<file path="src/rtl/uart_rx_if.sv">
// Serial receive interface: line input plus received-byte and status strobes.
// The receiver takes the slave side; the line driver and consumer take the master side.
`timescale 1ns/1ps

interface uart_rx_if #(
  parameter int DATA_BITS = 8
);

  logic                 i_rxd;        // async serial line, idle high
  logic [DATA_BITS-1:0] o_data;       // last good byte, held until the next good frame
  logic                 o_valid;      // 1-cycle pulse: o_data updated this cycle
  logic                 o_frame_err;  // 1-cycle pulse: stop bit sampled low
  logic                 o_busy;       // receiver is inside a frame

  modport master (
    output i_rxd,
    input  o_data,
    input  o_valid,
    input  o_frame_err,
    input  o_busy
  );

  modport slave (
    input  i_rxd,
    output o_data,
    output o_valid,
    output o_frame_err,
    output o_busy
  );

endinterface

</file>
<file path="src/rtl/uart_rx.sv">
// UART receiver for 8N1-style frames on an oversampling clock.
// Synchronises the line, detects the start edge, samples each bit at mid-bit
// and reports the byte (o_valid) or a bad stop bit (o_frame_err) as 1-cycle strobes.
`timescale 1ns/1ps

module uart_rx #(
  parameter int OVERSAMPLE = 16,
  parameter int DATA_BITS  = 8
) (
  input  logic     i_clk_rx,
  input  logic     i_reset,
  uart_rx_if.slave bus
);

  localparam int CNT_W = $clog2(OVERSAMPLE);
  localparam int IDX_W = (DATA_BITS > 1) ? $clog2(DATA_BITS) : 1;

  localparam logic [CNT_W-1:0] HALF_LAST = CNT_W'(OVERSAMPLE / 2 - 1);
  localparam logic [CNT_W-1:0] BIT_LAST  = CNT_W'(OVERSAMPLE - 1);
  localparam logic [IDX_W-1:0] IDX_LAST  = IDX_W'(DATA_BITS - 1);

  // Reject configurations the mid-bit sampling scheme cannot support.
  if ((OVERSAMPLE < 4) || ((OVERSAMPLE % 2) != 0)) begin : g_bad_oversample
    $error("uart_rx: OVERSAMPLE must be even and >= 4");
  end

  typedef enum logic [1:0] {
    ST_IDLE,
    ST_START,
    ST_DATA,
    ST_STOP
  } state_e;

  // Synchroniser chain and edge-detect flop.
  logic rxd_meta_q;
  logic rxd_s_q;
  logic rxd_d_q;

  state_e               state_q, state_d;
  logic [CNT_W-1:0]     cnt_q,   cnt_d;
  logic [IDX_W-1:0]     idx_q,   idx_d;
  logic [DATA_BITS-1:0] shift_q, shift_d;
  logic [DATA_BITS-1:0] data_q,  data_d;
  logic                 valid_q, valid_d;
  logic                 ferr_q,  ferr_d;

  // Two-flop synchroniser on the async line plus one delay flop for falling-edge detection.
  // NOTE: reset these to the idle level (1) so leaving reset never looks like a start edge.
  always_ff @(posedge i_clk_rx) begin
    if (!i_reset) begin
      rxd_meta_q <= 1'b1;
      rxd_s_q    <= 1'b1;
      rxd_d_q    <= 1'b1;
    end else begin
      // NOTE: non-blocking assignments so every flop samples the pre-edge value of its source.
      rxd_meta_q <= bus.i_rxd;
      rxd_s_q    <= rxd_meta_q;
      rxd_d_q    <= rxd_s_q;
    end
  end

  // Frame state, counters, shift register and registered outputs.
  always_ff @(posedge i_clk_rx) begin
    if (!i_reset) begin
      state_q <= ST_IDLE;
      cnt_q   <= '0;
      idx_q   <= '0;
      shift_q <= '0;
      data_q  <= '0;
      valid_q <= 1'b0;
      ferr_q  <= 1'b0;
    end else begin
      state_q <= state_d;
      cnt_q   <= cnt_d;
      idx_q   <= idx_d;
      shift_q <= shift_d;
      data_q  <= data_d;
      valid_q <= valid_d;
      ferr_q  <= ferr_d;
    end
  end

  // Next-state logic: find the start edge, confirm it at half a bit, then sample each
  // following bit one full bit period later, i.e. at its centre.
  always_comb begin
    // NOTE: every target gets a default first so no path through the case infers a latch.
    state_d = state_q;
    cnt_d   = cnt_q;
    idx_d   = idx_q;
    shift_d = shift_q;
    data_d  = data_q;
    valid_d = 1'b0;
    ferr_d  = 1'b0;

    unique case (state_q)
      ST_IDLE: begin
        // Only a high-to-low transition starts a frame; a line stuck low stays idle.
        if (rxd_d_q && !rxd_s_q) begin
          state_d = ST_START;
          cnt_d   = '0;
        end
      end

      ST_START: begin
        if (cnt_q == HALF_LAST) begin
          cnt_d = '0;
          if (!rxd_s_q) begin
            state_d = ST_DATA;
            idx_d   = '0;
          end else begin
            // Line went back high before mid-bit: treat as a glitch, silently.
            state_d = ST_IDLE;
          end
        end else begin
          cnt_d = cnt_q + 1'b1;
        end
      end

      ST_DATA: begin
        if (cnt_q == BIT_LAST) begin
          cnt_d          = '0;
          shift_d[idx_q] = rxd_s_q;
          if (idx_q == IDX_LAST) begin
            state_d = ST_STOP;
          end else begin
            idx_d = idx_q + 1'b1;
          end
        end else begin
          cnt_d = cnt_q + 1'b1;
        end
      end

      ST_STOP: begin
        if (cnt_q == BIT_LAST) begin
          // Leaving here at mid stop bit keeps half a bit of margin for a back-to-back start.
          cnt_d   = '0;
          state_d = ST_IDLE;
          if (rxd_s_q) begin
            data_d  = shift_q;
            valid_d = 1'b1;
          end else begin
            ferr_d = 1'b1;
          end
        end else begin
          cnt_d = cnt_q + 1'b1;
        end
      end

      default: begin
        state_d = ST_IDLE;
        cnt_d   = '0;
      end
    endcase
  end

  assign bus.o_data      = data_q;
  assign bus.o_valid     = valid_q;
  assign bus.o_frame_err = ferr_q;
  assign bus.o_busy      = (state_q != ST_IDLE);

endmodule
</file>
<file path="src/flat_wrapper.sv">
// flat-port wrapper written by rule: the top's interface ports become plain ports
module uart_rx_flat 
#(
  parameter int OVERSAMPLE = 16,
  parameter int DATA_BITS  = 8
)
  (i_clk_rx, i_reset, bus_i_rxd, bus_o_data, bus_o_valid, bus_o_frame_err, bus_o_busy);
  uart_rx_if #(.DATA_BITS(DATA_BITS)) bus_i ();
  input  logic i_clk_rx;
  input  logic i_reset;
  input wire logic [$bits(bus_i.i_rxd)-1:0] bus_i_rxd;
  output wire logic [$bits(bus_i.o_data)-1:0] bus_o_data;
  output wire logic [$bits(bus_i.o_valid)-1:0] bus_o_valid;
  output wire logic [$bits(bus_i.o_frame_err)-1:0] bus_o_frame_err;
  output wire logic [$bits(bus_i.o_busy)-1:0] bus_o_busy;
  assign bus_i.i_rxd = bus_i_rxd;
  assign bus_o_data = bus_i.o_data;
  assign bus_o_valid = bus_i.o_valid;
  assign bus_o_frame_err = bus_i.o_frame_err;
  assign bus_o_busy = bus_i.o_busy;
  uart_rx #(.OVERSAMPLE(OVERSAMPLE), .DATA_BITS(DATA_BITS)) u_core (.i_clk_rx(i_clk_rx), .i_reset(i_reset), .bus(bus_i));
endmodule
</file>
<file path="config.mk">
export PLATFORM = sky130hd
export DESIGN_NAME = uart_rx_flat
export DESIGN_NICKNAME = d
export VERILOG_FILES = /design/src/rtl/uart_rx_if.sv /design/src/rtl/uart_rx.sv /design/src/flat_wrapper.sv
export SDC_FILE = /design/constraint.sdc
export NUM_CORES = 1
export LEC_CHECK = 0
export ABC_AREA = 1
export CAP_MARGIN = 20
export CORE_ASPECT_RATIO = 1.1
export CORE_MARGIN = 4
export CORE_UTILIZATION = 40
export CTS_CLUSTER_SIZE = 30
export DETAILED_ROUTE_END_ITERATION = 6
export DONT_BUFFER_PORTS = 1
export GPL_ROUTABILITY_DRIVEN = 0
export HOLD_SLACK_MARGIN = 0.15
export PLACE_DENSITY = 0.62
export SLEW_MARGIN = 0
export SYNTH_ARGS = -nofsm -noshare
export SYNTH_HDL_FRONTEND = slang
export SYNTH_SLANG_ARGS = --single-unit
</file>
<file path="constraint.sdc">
create_clock -name i_clk_rx -period 1.4 [get_ports i_clk_rx]
set_input_delay 0.21 -clock i_clk_rx [delete_from_list [all_inputs] [get_ports i_clk_rx]]
set_output_delay 0.21 -clock i_clk_rx [all_outputs]
set_load 0.02 [all_outputs]
</file>
==> results of run 1 <==
==> critical path: cells and delay by family (launching register included) <==
| kind | cells | cell delay [ns] |
|---|---|---|
| buffers and inverters | 1 | 0.17 |
| adder cells (fa/ha/maj) | 2 | 0.30 |
| AND/OR/NAND/NOR | 6 | 0.48 |
| flip-flops | 1 | 0.35 |
==> metrics by stage <==
step,setup TNS [ns],cells,util [%],setup slack [ns],hold slack (ns)
after floorplan,0,187,-,0.03679,0.3166
after global placement,-0.1004,239,44.82,-0.04168,0.3183
after detailed placement,-0.8148,239,44.82,-0.07500,0.3194
after CTS,0,254,49.29,0.01128,-0.01471
after global routing,-0.1799,257,51.30,-0.03892,-0.02327
final,0,257,51.30,0.03343,-0.003308
==> metal layers <==
| metal | routed length [um] | vias up | share of wire [%] |
|---|---|---|---|
| met4 | 28 | 0 | 0.95 |
| met3 | 117 | 4 | 4.0 |
| met5 | 0 | - | 0 |
| met1 | 1276 | 563 | 43 |
| met2 | 1521 | 24 | 52 |
| li1 | - | 638 | - |
==> state kept, by name, indices dropped and copies added (netlist names), named ones only <==
register,cells
u_core.shift_q,8
u_core.cnt_q,4
u_core.bus.o_data,8
u_core.bus.o_frame_err,1
u_core.idx_q,3
u_core.state_q,1
u_core.rxd_d_q,1
u_core.rxd_meta_q,1
u_core.rxd_s_q,1
u_core.bus.o_valid,1
==> power breakdown <==
group          switching, mW  total (mW)  leakage, nW  internal, mW
Clock                  0.286       0.529       0.0353         0.243
Sequential            0.0339       0.913        0.246         0.879
Combinational          0.133       0.216        0.400        0.0836
Total                  0.453        1.66        0.682          1.21
==> worst min path at each step <==
stage | start | to | cells past startpoint
after CTS | i_reset | u_core.bus.o_data[2] | 2
after global routing | i_reset | u_core.bus.o_data[2] | 2
after global placement | bus_i_rxd | u_core.rxd_meta_q | 1
after floorplan | bus_i_rxd | u_core.rxd_meta_q | 1
final | i_reset | u_core.bus.o_data[2] | 2
after detailed placement | bus_i_rxd | u_core.rxd_meta_q | 1
==> timing repair <==
| item | CTS | global route |
|---|---|---|
| hold endpoints to repair | 23 | 18 |
| setup endpoints to repair | 21 | 18 |
| pin swaps | 1 | 11 |
| buffers inserted | 2 | 2 |
| gates resized for setup | 8 | 12 |
| gates cloned | 0 | 1 |
==> cells in the mapped netlist, types with 3 or more instances <==
| library cell | number | area [sq um] |
|---|---|---|
| inv_2 | 4 | 15.01 |
| nand4_1 | 3 | 18.77 |
| nor3_1 | 4 | 20.02 |
| nor2_4 | 4 | 45.04 |
| nand3_1 | 9 | 45.04 |
| nand2_2 | 6 | 37.54 |
| a21oi_1 | 14 | 70.07 |
| dfxtp_1 | 30 | 600.6 |
| o21ai_0 | 11 | 55.05 |
| nor2_1 | 25 | 93.84 |
| nand2_1 | 33 | 123.9 |
| inv_1 | 20 | 75.07 |
| nor2_2 | 3 | 18.77 |
| ha_1 | 3 | 37.54 |
==> area by class of cell <==
type | count | area [sq um] | area share [%]
Clock inverter | 1 | 5.005 | 0.2905
Clock buffer | 7 | 55.05 | 3.195
Sequential cell | 30 | 611.8 | 35.51
Timing Repair Buffer | 17 | 140.1 | 8.134
Multi-Input combinational cell | 129 | 757.0 | 43.94
Inverter | 25 | 93.84 | 5.447
Tap cell | 48 | 60.06 | 3.486
==> placed cells by master, fill, tap and decap left out <==
cell            n
clkinv_2        1
clkinv_1        1
inv_2           4
nor3_1          3
a21oi_2         2
inv_1          20
o21ai_0         9
nand2_2         7
nor2_1         25
clkbuf_4        5
nand3_4         3
nand2_1        32
nor3_2          1
a21oi_1        13
nand3_1         9
or2_2           2
ha_4            3
o21ai_1         4
nand4_1         3
clkbuf_8        1
o21ai_2         1
nand3_2         2
nand2_4         2
dfxtp_1        23
dfxtp_2         6
dfxtp_4         1
nand3b_1        1
dlygate4sd3_1   5
clkbuf_1        1
nor2_2          3
nor2_4          4
buf_4          12
==> logic make-up (layout without fill, tap and decap cells) <==
| group | Yosys count | in the layout |
|---|---|---|
| and+or+nand+nor | 96 | 97 |
| buffers and inverters | 29 | 50 |
| DFF | 30 | 30 |
| AOI/OAI and AO/OA | 29 | 29 |
| adders and majority gates | 3 | 3 |
==> run_results.csv, run 1 <==
group,metric,value,unit
global_route,overflow,0,
yosys,syn-num-nets,193,
run_status,status,"complete, but fails checks",
clock_network,clock-sinks,30,
yosys,synth_top_family_by_area,"simple AND/OR/NAND/NOR gates",
routing,drt_iter0_drc,41,
worst_setup_path,endpoint_kind,"flop",
finish,antennaDiodeCount,0,
worst_setup_path,crit_path_cell_trace,"ha_4, ha_4, nand3b_1, buf_4, nand2_2, nor2_1, nand3_1, nand2_1, nor2_1",
power_and_ir_drop,p_leak,0.6816,nW
timing,worst_hold_slack,-0.003308,ns
routing,ant_nets,0,
global_route,grtUsageMet1,14.65,%
run_status,violations,"hold timing",
timing,skew,0.01098,ns
global_route,grt_busiest_layer,"met2",
yosys,ys.flop_type,"dfxtp_1",
clock_network,h-tree-depth,2,
routing,drc_errors,0,
timing,fin_crit_sh,97.61,%
clock_network,cts-root-buf,"clkbuf_4",
routing,wl_per_cell,11.46,um
worst_setup_path,worst_ep_required_time,1.66,ns
yosys,synth_edf_count,0,
worst_setup_path,startpoint,"u_core.idx_q[1]",
clock_network,postCtsHoldBufs,5,
yosys,yosysSeqAreaShare,42.52,%
clock_network,cts_made_buffers,5,
power_and_ir_drop,finalPower,1.658,mW
timing,finalSetupViolations,0,
routing,via_count,1229,
routing,firstDrtPassIters,4,
finish,layout-drive-gt1-share,28.71,%
worst_setup_path,critPathMaxStageDelay,0.35,ns
min_path,hp-class,"in -> reg",
routing,totalWireLength,2.944,mm
global_route,grt_start_max_net_pins,21,
finish,design_area,0.001723,sq mm
worst_setup_path,cp_slowest_cell,"dfxtp_2",
timing,hold_viol,1,
place,dp_hpwl,2.057,mm
finish,area_delta_synth_final,21.97,%
worst_setup_path,arrival,1.62,ns
flow_run,drv_cap,0,
clock_network,tritoncts,"built",
finish,final_nets,214,
floorplan,die_y,70.33,um
floorplan,die_area,0.004547,sq mm
global_route,grt_use_met2,23.74,%
global_route,grt_pass1_wl,4.836,mm
timing,rsz0062_at_grt,"true",
worst_setup_path,r2r_cells,9,
timing,worst_pin_slew,0.3119,ns
worst_setup_path,r2r_end,"u_core.state_q[0]",
timing,maxSlewHeadroom,78.99,%
floorplan,rows,22,
clock_network,clk_latency,0.32,ns
yosys,ys_ff_latch,30,
worst_setup_path,criticalPathCategory,"reg -> reg",
power_and_ir_drop,power_density,962.6,mW/mm^2
clock_network,cts_buffer_depth,2,
global_route,grt_pass1_vias,1167,
timing,maxSlewViolCount,0,
yosys,synth-simple-area-share,35.43,%
yosys,yosys_warnings,0,
global_route,grtUsageMet3,4.984,%
worst_setup_path,worstReg2RegStart,"u_core.idx_q[1]",
place,dpl_cell_area,0.001505,sq mm
yosys,postSynthAreaPerCell,7.554,sq um
place,port_buffers,0,
floorplan,ioPinCount,14,
yosys,syn_area,0.001413,sq mm
yosys,syn_inst,187,
yosys,synth_mux_area_share,0,%
worst_setup_path,critPathCapture,"u_core.state_q[0]",
yosys,synthArstFlopShare,0,%
timing,period_minus_slack,1.367,ns
floorplan,core,0.003358,sq mm
routing,via_per_inst,4.782,
worst_setup_path,r2r_slack,0.03,ns
floorplan,floorplan.initialDensity,42.06,%
yosys,synthDistinctLibCells,27,
floorplan,die_x,64.66,um
worst_setup_path,cp_max_fo,2,
clock_network,clk_pin_slew_worst_paths,0.10,ns
power_and_ir_drop,max-vdd-ir-drop,0.4762,mV
global_route,grt_util_all_layers,13.49,%
global_route,antenna_found_initial,0,
worst_setup_path,start_kind,"flop",
yosys,synthXorXnorAreaFrac,0,%
timing,timing.fmax,731.8,MHz
finish,fillers,331,
yosys,synthAdderAreaFrac,2.657,%
yosys,synth_compound_area_share,10.81,%
Power figures use the tool's default switching activity.
==> run 2, diff against run 1 <==
Settings changed: PLACE_DENSITY 0.62 to 0.6.
Clock period 1.4 ns to 1.51 ns, I/O delays scaled along.
==> run 2 against run 1 <==
  * The flow now finishes without violations
  * Clock power fell by 19%
  * Clock-buffer cell count fell by 2
  * Sequential share of layout area rose by 2.2 points
  * Sequential power fell by 7.8%
  * Core utilization fell by 3.2 points
  * Register-to-register slack improved by 0.05 ns
  * Power fell by 12%
  * Global-route usage fell by 0.078 points
  * Setup slack improved by 0.054 ns
  * Non-clock buffer count fell by 8
  * Via count fell by 6.7%
==> run_results.csv, run 2 (same netlist as run 1, synthesis figures left out) <==
group,metric,value,unit
timing,maxSlewViolCount,0,
global_route,grt_pass1_wl,4.754,mm
min_path,hp-start,"i_reset",
power_and_ir_drop,power_density,903.3,mW/mm^2
worst_setup_path,crit_top_cell,"nand2_2",
min_path,hp-class,"in -> reg",
place,port_buffers,0,
place,dp_hpwl,1.920,mm
clock_network,cts-root-buf,"clkbuf_4",
finish,layout_commonest_cell,"nand2_1",
global_route,antenna_found_initial,0,
timing,hold_viol,0,
timing,maxSlewHeadroom,57.76,%
routing,wl_per_cell,11.00,um
worst_setup_path,r2r_slack,0.09,ns
floorplan,floorplan.initialDensity,42.06,%
worst_setup_path,path_delay_family,"simple AND/OR/NAND/NOR gates",
clock_network,clk_pin_slew_worst_paths,0.09,ns
clock_network,h-tree-depth,2,
worst_setup_path,critPathMaxStageDelay,0.35,ns
finish,final_nets,205,
floorplan,die_y,70.33,um
routing,totalWireLength,2.718,mm
min_path,hold-path-cell-count,3,
worst_setup_path,r2r_cells,8,
power_and_ir_drop,finalPower,1.458,mW
finish,fillers,350,
worst_setup_path,r2r_end,"u_core.idx_q[0]",
worst_setup_path,arrival,1.68,ns
timing,fin_crit_sh,94.18,%
global_route,grt_util_all_layers,13.41,%
finish,multi_input_area,724.4,sq um
worst_setup_path,start_kind,"flop",
timing,period_minus_slack,1.422,ns
worst_setup_path,worstReg2RegStart,"u_core.idx_q[1]",
timing,finalSetupViolations,0,
finish,layout-drive-gt1-share,24.12,%
worst_setup_path,cp_max_fo,5,
worst_setup_path,cp_slowest_cell,"dfxtp_4",
run_status,status,"finished clean",
clock_network,tritoncts,"built",
clock_network,cts_made_buffers,5,
power_and_ir_drop,max-vdd-ir-drop,0.5227,mV
timing,skew,0.01004,ns
timing,timing.fmax,703.2,MHz
worst_setup_path,critPathBufInv,0,
finish,final_cell_mix,"nand2_1, dfxtp_1, nor2_1",
routing,drt_iter0_drc,23,
routing,via_count,1147,
global_route,overflow,0,
routing,firstDrtPassIters,4,
worst_setup_path,endpoint_kind,"flop",
place,place_inst,234,
finish,fin_cells,247,
power_and_ir_drop,p_leak,0.6405,nW
routing,ant_nets,0,
finish,area_delta_synth_final,14.26,%
routing,drc_errors,0,
worst_setup_path,criticalPathCategory,"reg -> reg",
timing,worst_pin_slew,0.6316,ns
floorplan,die_area,0.004547,sq mm
clock_network,cts_buffer_depth,2,
floorplan,core,0.003358,sq mm
min_path,min_to,"u_core.idx_q[1]",
clock_network,clock-sinks,30,
floorplan,die_x,64.66,um
clock_network,clk_latency,0.32,ns
timing,setup_tns,0,ns
worst_setup_path,worst_ep_required_time,1.76,ns
routing,via_per_inst,4.644,
floorplan,rows,22,
finish,ff_latch_area,608.1,sq um
finish,antennaDiodeCount,0,
global_route,grt_start_max_net_pins,19,
global_route,grt_pass1_vias,1085,
worst_setup_path,crit_path_cell_trace,"ha_2, ha_1, nand3b_1, nand2_2, nand3_4, nand2_2, nand2_2, nor2_1",
floorplan,ioPinCount,14,
flow_run,drv_cap,0,
## run 2: cell count changes in the layout (fill, tap and decap cells not counted), sizes merged
cell	change
buf	-8
clkinv	+1
clkbuf	-2
nand3	-1
## run 2: layer usage
metal | share of wire [%] | global-route usage [%] | routed length (um)
met1 | 50 | 15.59 | 1363
met2 | 44 | 21.90 | 1191
met3 | 4.0 | 4.502 | 110
met4 | 1.9 | 6.338 | 53
met5 | 0 | 0 | 0
## run 2: layout make-up
cell class	count	area share [%]
tap	48	3.721
clock inverter	2	0.6202
multi-input combinational	128	44.88
inverter	25	5.814
sequential	30	37.67
clock buffer	5	2.326
timing repair buffer	9	4.961
## run 2: worst max path at each step
stage | from | endpoint | slack (ns) | depth (start not counted)
global route | u_core.idx_q[0] | u_core.idx_q[0] | -0.003 | 8
global placement | u_core.cnt_q[0] | u_core.bus.o_data[3] | 0.05 | 6
floorplan | u_core.idx_q[0] | u_core.idx_q[0] | 0.15 | 7
CTS | u_core.idx_q[1] | u_core.idx_q[0] | 0.03 | 8
finish | u_core.idx_q[1] | u_core.idx_q[0] | 0.09 | 8
detailed placement | u_core.cnt_q[0] | u_core.bus.o_data[3] | -0.002 | 6
## run 2: per-stage QoR
stage / worst slack [ns] / cell area (sq um) / utilization, % / hold WS [ns]
after CTS: 0.02807 / 1568 / 46.68 / 0.1571
after global routing: -0.003108 / 1614 / 48.06 / 0.1560
after detailed placement: -0.002474 / 1468 / 43.70 / 0.3386
after floorplan: 0.1468 / 1413 / - / 0.3331
final: 0.08786 / 1614 / 48.06 / 0.1622
after global placement: 0.05384 / 1468 / 43.70 / 0.3348
## run 2: worst reg2reg max path, cell delays in order, from the launching register on
cell	delay [ns]
dfxtp_4	0.35
ha_2	0.16
ha_1	0.17
nand3b_1	0.21
nand2_2	0.13
nand3_4	0.10
nand2_2	0.08
nand2_2	0.05
nor2_1	0.12
## run 2: report_power, final
part / internal [mW] / total, mW / switching [mW] / leakage, nW
combinational: 0.0632 / 0.186 / 0.123 / 0.365
clock: 0.167 / 0.430 / 0.263 / 0.0308
sequential: 0.811 / 0.842 / 0.0307 / 0.245
total: 1.04 / 1.46 / 0.416 / 0.640
## run 2: timing repair
| item | CTS | global route |
|---|---|---|
| endpoints found under the setup margin | 4 | 18 |
| gates resized for setup | 1 | 12 |
| endpoints found under the hold margin | 23 | 0 |
| cloned | 0 | 0 |
| hold buffers | 5 | 0 |
| pin swaps | 0 | 2 |
| buffers inserted | 0 | 1 |
